File: src/rtl/pkt_out_reader.sv
// pkt_out_reader: read side of the packet buffer.
// Accepts (pid, length) transmit requests, reads the stored beats of the slot
// out of packet memory, streams them downstream through a 4-entry output FIFO
// with ready/valid, and returns the pid to the allocator once the final beat
// has been accepted. Memory address is {pid, beat}; read data returns one
// cycle after the strobe.
module pkt_out_reader #(
    parameter int DATA_WIDTH = 512,
    parameter int CTRL_WIDTH = 8,
    parameter int PID_WIDTH  = 9,
    parameter int BEAT_BITS  = 5,
    parameter int LEN_WIDTH  = 8
) (
    input  logic                             clk,
    input  logic                             reset,
    input  logic                             req_valid,
    output logic                             req_ready,
    input  logic [PID_WIDTH-1:0]             req_pid,
    input  logic [LEN_WIDTH-1:0]             req_len,
    output logic                             mem_rd_en,
    output logic [PID_WIDTH+BEAT_BITS-1:0]   mem_rd_addr,
    input  logic [DATA_WIDTH+CTRL_WIDTH-1:0] mem_rd_data,
    output logic                             out_valid,
    input  logic                             out_rdy,
    output logic [DATA_WIDTH-1:0]            out_data,
    output logic [CTRL_WIDTH-1:0]            out_ctl,
    output logic                             out_last,
    output logic                             pid_free_valid,
    output logic [PID_WIDTH-1:0]             pid_free
);

    // Beat counter is one bit wider than the beat index so a full slot
    // (2**BEAT_BITS beats) can be represented without wrapping to zero.
    localparam int CNT_WIDTH  = BEAT_BITS + 1;
    localparam int FIFO_DEPTH = 4;
    localparam int PTR_WIDTH  = 2;
    localparam int OCC_WIDTH  = 3;
    localparam logic [CNT_WIDTH-1:0] MAX_BEATS = CNT_WIDTH'(2 ** BEAT_BITS);

    typedef enum logic [1:0] {
        IDLE,
        READ,
        DRAIN,
        FREE
    } state_t;

    state_t                 state;
    logic [PID_WIDTH-1:0]   pid;
    logic [CNT_WIDTH-1:0]   len_eff;
    logic [CNT_WIDTH-1:0]   beat;
    logic [CNT_WIDTH-1:0]   len_clamped;

    // One read may be outstanding in the memory pipeline at any time.
    logic                   rd_inflight;
    logic                   rd_inflight_last;

    logic [DATA_WIDTH-1:0]  fifo_data [FIFO_DEPTH];
    logic [CTRL_WIDTH-1:0]  fifo_ctl  [FIFO_DEPTH];
    logic                   fifo_last [FIFO_DEPTH];
    logic [PTR_WIDTH-1:0]   wr_ptr;
    logic [PTR_WIDTH-1:0]   rd_ptr;
    logic [OCC_WIDTH-1:0]   fifo_occ;

    logic                   credit_ok;
    logic                   issue;
    logic                   last_issue;
    logic                   push;
    logic                   pop;

    // Requests longer than a slot are clamped to a full slot so the address
    // never crosses into the neighbouring pid.
    assign len_clamped = (req_len > LEN_WIDTH'(MAX_BEATS)) ? MAX_BEATS
                                                           : req_len[CNT_WIDTH-1:0];

    // A read is only issued when the FIFO is guaranteed room for it, counting
    // the read already travelling through memory.
    assign credit_ok  = (fifo_occ + OCC_WIDTH'(rd_inflight)) < OCC_WIDTH'(FIFO_DEPTH);
    assign issue      = (state == READ) && credit_ok;
    assign last_issue = issue && (beat == len_eff - CNT_WIDTH'(1));

    assign mem_rd_en   = issue;
    assign mem_rd_addr = {pid, beat[BEAT_BITS-1:0]};

    assign push      = rd_inflight;
    assign out_valid = (fifo_occ != '0);
    assign pop       = out_valid && out_rdy;

    assign out_data = fifo_data[rd_ptr];
    assign out_ctl  = fifo_ctl[rd_ptr];
    assign out_last = fifo_last[rd_ptr];

    // Request/transmit/free sequencing: IDLE -> READ -> DRAIN -> FREE -> IDLE.
    // NOTE: state registers use non-blocking assignments so every flop samples
    // pre-edge values regardless of block ordering.
    always_ff @(posedge clk or negedge reset) begin
        if (!reset) begin
            state          <= IDLE;
            req_ready      <= 1'b0;
            pid            <= '0;
            len_eff        <= '0;
            beat           <= '0;
            pid_free_valid <= 1'b0;
            pid_free       <= '0;
        end else begin
            pid_free_valid <= 1'b0;
            case (state)
                IDLE: begin
                    if (req_valid && req_ready) begin
                        pid       <= req_pid;
                        len_eff   <= len_clamped;
                        beat      <= '0;
                        req_ready <= 1'b0;
                        if (len_clamped == '0) begin
                            // Zero-length request: drop it and free the pid at once.
                            state          <= FREE;
                            pid_free_valid <= 1'b1;
                            pid_free       <= req_pid;
                        end else begin
                            state <= READ;
                        end
                    end else begin
                        req_ready <= 1'b1;
                    end
                end
                READ: begin
                    if (issue) begin
                        beat <= beat + CNT_WIDTH'(1);
                        if (last_issue) begin
                            state <= DRAIN;
                        end
                    end
                end
                DRAIN: begin
                    if (pop && out_last) begin
                        state          <= FREE;
                        pid_free_valid <= 1'b1;
                        pid_free       <= pid;
                    end
                end
                FREE: begin
                    state     <= IDLE;
                    req_ready <= 1'b1;
                end
                default: begin
                    state     <= IDLE;
                    req_ready <= 1'b0;
                end
            endcase
        end
    end

    // Track the read in the memory pipeline and whether it carries the last beat.
    always_ff @(posedge clk or negedge reset) begin
        if (!reset) begin
            rd_inflight      <= 1'b0;
            rd_inflight_last <= 1'b0;
        end else begin
            rd_inflight      <= issue;
            rd_inflight_last <= last_issue;
        end
    end

    // Output FIFO: push returning read data, pop on downstream handshake.
    // NOTE: the small FIFO storage is reset so the beat outputs read as zero
    // during and right after reset; a large RAM would not be reset.
    always_ff @(posedge clk or negedge reset) begin
        if (!reset) begin
            wr_ptr   <= '0;
            rd_ptr   <= '0;
            fifo_occ <= '0;
            for (int i = 0; i < FIFO_DEPTH; i++) begin
                fifo_data[i] <= '0;
                fifo_ctl[i]  <= '0;
                fifo_last[i] <= 1'b0;
            end
        end else begin
            if (push) begin
                fifo_data[wr_ptr] <= mem_rd_data[DATA_WIDTH+CTRL_WIDTH-1:CTRL_WIDTH];
                fifo_ctl[wr_ptr]  <= mem_rd_data[CTRL_WIDTH-1:0];
                fifo_last[wr_ptr] <= rd_inflight_last;
                wr_ptr            <= wr_ptr + PTR_WIDTH'(1);
            end
            if (pop) begin
                rd_ptr <= rd_ptr + PTR_WIDTH'(1);
            end
            fifo_occ <= fifo_occ + OCC_WIDTH'(push) - OCC_WIDTH'(pop);
        end
    end

endmodule

File: config.mk
export PLATFORM = sky130hd
export DESIGN_NAME = pkt_out_reader
export DESIGN_NICKNAME = d
export VERILOG_FILES = /design/src/rtl/pkt_out_reader.sv
export SDC_FILE = /design/constraint.sdc
export NUM_CORES = 2
export LEC_CHECK = 0
export CAP_MARGIN = 5
export CELL_PAD_IN_SITES_DETAIL_PLACEMENT = 1
export CELL_PAD_IN_SITES_GLOBAL_PLACEMENT = 1
export CORE_ASPECT_RATIO = 1.75
export CORE_UTILIZATION = 40
export CTS_CLUSTER_DIAMETER = 100
export DETAILED_ROUTE_END_ITERATION = 10
export GPL_TIMING_DRIVEN = 0
export PLACE_DENSITY_LB_ADDON = 0.1
export SETUP_SLACK_MARGIN = 0.15
export SLEW_MARGIN = 40
export SYNTH_ARGS = -nofsm -noshare
export SYNTH_HDL_FRONTEND = slang
export SYNTH_SLANG_ARGS = --single-unit
File: constraint.sdc
create_clock -name clk -period 2.8 [get_ports clk]
set_clock_uncertainty 0.1 [all_clocks]
set_input_delay 0.56 -clock clk [delete_from_list [all_inputs] [get_ports clk]]
set_output_delay 0.56 -clock clk [all_outputs]
set_load 0.01 [all_outputs]
* Word level (Yosys, flattened, before mapping)
Index checks and enable logic that the tools add are counted.
Widths: inputs -> output; s select.
** Operators by class
- Add/sub/neg operators :: 6
- $lt $le $gt $ge :: 5
- Eq/ne operators :: 9
- Mux-type cells :: 38
- Bitwise logic cells :: 2
- Reduce and logical (&&, ||, !) cells :: 16
** Operators with widths (count)
- $bwmux 2048 :: 1
- $mux 512 :: 3
- $bmux 512 s2 :: 1
- $demux 512 s2 :: 1
- $bwmux 32 :: 1
- $mux 9 :: 3
- $mux 8 :: 3
- $mux 6 :: 3
- $pmux 9 s2 :: 1
- $bmux 8 s2 :: 1
- $demux 8 s2 :: 1
- $pmux 6 s2 :: 1
- $mux 2 :: 5
- $ne 2x2->1 const B :: 5
- $gt 8x6->1 const B :: 1
- $pmux 2 s4 :: 1
- $reduce_and 4->1 :: 2
- $mux 1 :: 7
- $add 6x1->6 const B :: 1
- $eq 6x6->1 :: 1
- $ge 3x3->1 const B :: 2
- $logic_and 1x1->1 :: 6
- $logic_not 6->1 :: 1
- $not 2->3 :: 2
- 17 further kinds :: 22
** Storage, ports and cells
- Bits in registers :: 2127

* Depth between registers and ports, before layout
- Depth in word-level cells :: 7
- Mapped depth :: 10
- Depth with buffers taken out :: 8

* Least setup slack after synthesis
No wires, ideal clock.
- Kind :: reg2reg
- Start :: register fifo_occ[0]
- End :: register state[1]
- Library setup time :: 128 ps
- Arrival :: 2150 ps
- Slack :: 422 ps
- Stages on the path, launching flop included :: 9
- Buffers on the path :: 0
- Clock period less this slack :: 2378 ps
- Cells stage by stage :: dfrtp_1 > ha_1 > ha_1 > xnor2_2 > and2_2 > and4_1 > o2111ai_2 > a221oi_2 > mux2_1
** On the way
- Longest elaborated chain between the ends :: 6
- Elaborated cells between the ends (all ways) :: 11
- Those cells by class :: 1 x add/sub; 1 x order compare; 3 x eq/ne; 6 x reduce/logical
** RTL lines
- start: declaration :: RTL line 62 : logic [OCC_WIDTH-1:0] fifo_occ;
- start signal: assignment :: RTL line 186 : fifo_occ <= fifo_occ + OCC_WIDTH'(push) - OCC_WIDTH'(pop);
- $add 3x1->3 (*) :: RTL line 77 : assign credit_ok = (fifo_occ + OCC_WIDTH'(rd_inflight)) < OCC_WIDTH'(FIFO_DEPTH);
- $lt 3x3->1 (*) :: RTL line 77
- $logic_and 1x1->1 (*) :: RTL line 78 : assign issue = (state == READ) && credit_ok;
- net mem_rd_en :: RTL line 20 : output logic mem_rd_en,
- $logic_and 1x1->1 :: RTL line 79 : assign last_issue = issue && (beat == len_eff - CNT_WIDTH'(1));
- $ne 2x2->1 (no source line)
- $reduce_and 4->1 (no source line) (*)
- end signal: assignment :: RTL line 97 : state <= IDLE;
- end signal: assignment :: RTL line 115 : state <= FREE;
- end signal: assignment :: RTL line 119 : state <= READ;
- end: declaration :: RTL line 47 : state_t state;
The timed path passes the listed nets; every way through them passes the cells marked *.
A chain may end at the register's enable or synchronous reset.

* Worst setup path in the final report
- Start :: register rd_ptr[0]
- End :: output out_data[51]
** On the way
- Longest elaborated chain between the ends :: 4
** RTL lines
- start: declaration :: RTL line 61 : logic [PTR_WIDTH-1:0] rd_ptr;
- start signal: assignment :: RTL line 184 : rd_ptr <= rd_ptr + PTR_WIDTH'(1);
- $not 2->3 (implied by the code) :: RTL line 88 : assign out_data = fifo_data[rd_ptr];
- $bmux 512 s2 :: RTL line 88
- $mux 512 (implied by the code) (2 in a row) :: RTL line 88
- end: declaration :: RTL line 25 : output logic [DATA_WIDTH-1:0] out_data,
No other way between the ends. The select of a mux whose other input is x is not followed.

==> flow_summary.toml <==
[setup_path]
critPathLaunchType = "flop"
critPathRequiredTime_ns = 2.14
crit_type = "flop to primary output"
crit_fanout = 10
critPathCaptureType = "primary output"
worstPathArrival_ns = 2.99

[global_routing]
gr-usage-all-layers_pct = 24.5
grt_pass1_vias = 60400
grt_max_degree = 114
grt_pass1_wl_um = 418000
antenna_found_initial = 116
overflow = 0

[sta]
max_freq_ghz = 0.274
finalSetupViolCount = 1581
slew_headroom_pct = 41.6
rsz0062_at_grt = "yes"
holdWs_ns = 0.247
drv_slew = 0
setup_slack_ns = -0.847
worst_pin_slew_ns = 0.876
period_minus_slack_ns = 3.65
min_period_over_period_pct = 130
final_hold_viol_count = 0

[clocking]
cts_sinks = 2127
clkTransAtPathRegs_ns = 0.06
cts_tree = "done"
cts_root_buf = "clkbuf_16"
cts_buffers = 212
clock_latency_ns = 0.85
htreeDepth = 4
cts_buffer_depth = 4

[synthesis]
yosysWarnings = 0
synth_cell_types = 42
synth_nets = 5799
syn_area_um2 = 91200
yosys_register_bits = 2127
yosysSeqAreaShare_pct = 58.3
synth_cells = 5244
synth_area_per_cell_um2 = 17.4

[route]
vias = 52400
detail_route.wl_per_cell_um = 28.6
vias_per_cell = 5.34
drc = 0
antenna_left = 0
drt_iter0_markers = 2110
drt_first_pass_iters = 4
wl_um = 281000

[floorplanning]
die-area_um2 = 230000
coreArea_um2 = 226000
start_util_pct = 40.3
fp.dieH_um = 634
num_io_pins = 1089
die_w_um = 363
rows = 231

[flow_run]
drv_cap = 0

[placed_design]
placed_area_um2 = 107000
hpwlAfterDp_um = 204000
portBuffers = 1088
dp.cells = 9382
pre_cts_slack_ns = -2.33
gp_congestion = 0.793

[layout]
fin_nets = 7149
area_growth_pct = 25.9
final_layout_size_suffix_gt1_share_pct = 50.8
fin_cells = 9820
finalInstanceArea_um2 = 115000

[outcome]
violations = "setup timing"
outcome = "complete, but fails checks"

[hold_path]
hold_path_class = "input pin to flop"

[power]
vdd_drop_max_mv = 0.804
p_per_area_nw_per_um2 = 1340
leakage_uw = 0.0481
total_power_uw = 154000
==> cell type report <==
cell class	instances	area, um^2
Tap cell	3029	3790
Inverter	15	56.3
Sequential cell	2127	53200
Fill cell	21300	111000
Multi-Input combinational cell	2745	36300
Antenna cell	38	95.1
Clock inverter	46	568
Buffer	357	2700
Timing Repair Buffer	1136	11800
Clock buffer	327	6390
==> cell usage after synthesis <==
cell type,number,area (um^2)
a31oi_1,1,6.26
nor3_1,3,15.0
mux2_1,1,11.3
buf_4,6,45.0
ha_1,14,175
a211oi_1,1,7.51
a2111oi_4,1,27.5
or3_1,1,6.26
o21ai_0,4,20.0
mux2_2,2093,23600
a221oi_2,1,15.0
or4_1,2,15.0
mux4_2,521,11700
buf_2,248,1240
o2111ai_2,1,15.0
xnor2_1,6,52.6
nand4_1,1,6.26
nand2b_1,3,18.8
nor2_1,18,67.6
xnor2_2,1,16.3
a22o_1,7,61.3
nor2_2,1,6.26
and2_1,2,12.5
inv_1,14,52.6
dfrtp_1,2127,53200
nor2b_2,1,8.76
nand3_1,5,25.0
buf_1,54,203
and2_2,1,7.51
xor2_1,10,87.6
a22oi_4,1,21.3
mux2i_1,9,90.1
clkbuf_1,48,180
a21boi_1,1,7.51
o31ai_1,1,7.51
inv_2,1,3.75
and4_1,1,8.76
nand2_1,18,67.6
nand3b_1,1,7.51
buf_6,1,11.3
a2bb2oi_1,1,8.76
a21oi_1,12,60.1
==> through the flow <==
step / utilization [%] / setup TNS, ns
2_1_floorplan: - / 0
5_1_grt: 50.7 / -967.95
6_report: 50.8 / -571.52
3_3_place_gp: 46.8 / -
4_1_cts: 50.6 / -779.77
3_5_place_dp: 47.1 / -2040.12
==> worst max-delay path: stages, from the launching register on <==
cell and delay [ns]:
dfrtp_1 0.38, buf_12 0.20, clkbuf_16 0.24, buf_12 0.19, mux4_2 0.56, clkdlybuf4s50_1 0.51
==> flip-flops by register name, summed over array words and instances (netlist names) <==
register / count
pid: 9
pid_free: 9
wr_ptr: 2
push: 1
req_ready: 1
rd_ptr: 2
fifo_data: 2048
pid_free_valid: 1
fifo_occ: 3
len_eff: 6
beat: 6
fifo_last: 4
state: 2
rd_inflight_last: 1
fifo_ctl: 32
==> layout by cell type, fill, tap and decap left out, types with 36 or more instances in the layout <==
cell | netlist | final
buf_4 | 6 | 55
dlygate4sd2_1 | 0 | 120
mux4_2 | 521 | 521
clkdlybuf4s50_1 | 0 | 795
clkbuf_8 | 0 | 69
clkbuf_1 | 48 | 58
clkbuf_16 | 0 | 224
dfrtp_1 | 2127 | 2127
clkbuf_2 | 0 | 49
buf_2 | 248 | 236
diode_2 | 0 | 38
mux2_2 | 2093 | 2093
buf_12 | 0 | 36
dlymetal6s2s_1 | 0 | 72
==> timing repair <==
| action | 4_1_cts | 5_1_grt |
|---|---|---|
| gates resized for setup | 631 | 207 |
| setup endpoints to repair | 3207 | 3237 |
| hold buffers | 5 | 1 |
| hold endpoints to repair | 219 | 449 |
| pin swaps | 0 | 0 |
| cloned | 4 | 8 |
| setup buffers | 4 | 5 |
==> worst paths after layout <==
| kind | from | to | slack, ns | depth (start not counted) |
|---|---|---|---|---|
| worst min-delay path | req_len[4] | len_eff[4] | 0.25 | 2 |
| worst min register to register | fifo_data[955] | fifo_data[955] | 0.40 | 1 |
| max in group asynchronous | reset | fifo_data[1225] | -0.58 | 10 |
| worst max register to register | push | fifo_data[954] | -0.11 | 5 |
| min in group asynchronous | reset | fifo_data[2013] | 0.34 | 2 |
| worst max-delay path | rd_ptr[0] | out_data[51] | -0.85 | 5 |
==> logic make-up (layout without fill, tap and decap cells) <==
logic type | count (synthesis) | after routing | share of synthesized area (%)
AOI/OAI and AO/OA | 32 | 32 | 0.283
xor gates and xnor gates | 17 | 17 | 0.171
adders and majority gates | 14 | 14 | 0.192
buffers and inverters | 372 | 1881 | 1.90
DFF | 2127 | 2127 | 58.3
muxes | 2624 | 2624 | 38.8
other | 0 | 38 | 0
and+or+nand+nor | 58 | 58 | 0.299
==> where the power goes <==
group | switching (uW) | internal [uW] | leakage, uW | total (uW)
Sequential | 7640 | 46600 | 0.0248 | 54300
Clock | 12400 | 16600 | 0.00345 | 29100
Combinational | 30900 | 40100 | 0.0198 | 71100
Total | 51000 | 103000 | 0.0481 | 154000
==> layer usage <==
metal	global-route usage [%]	routed length, um	up-vias
met5	0	769	-
met4	5.84	6660	116
met3	11.0	29600	458
met2	40.3	136000	1270
met1	29.3	108000	28300
li1	-	-	22300
(Power assumes the default switching activity.)
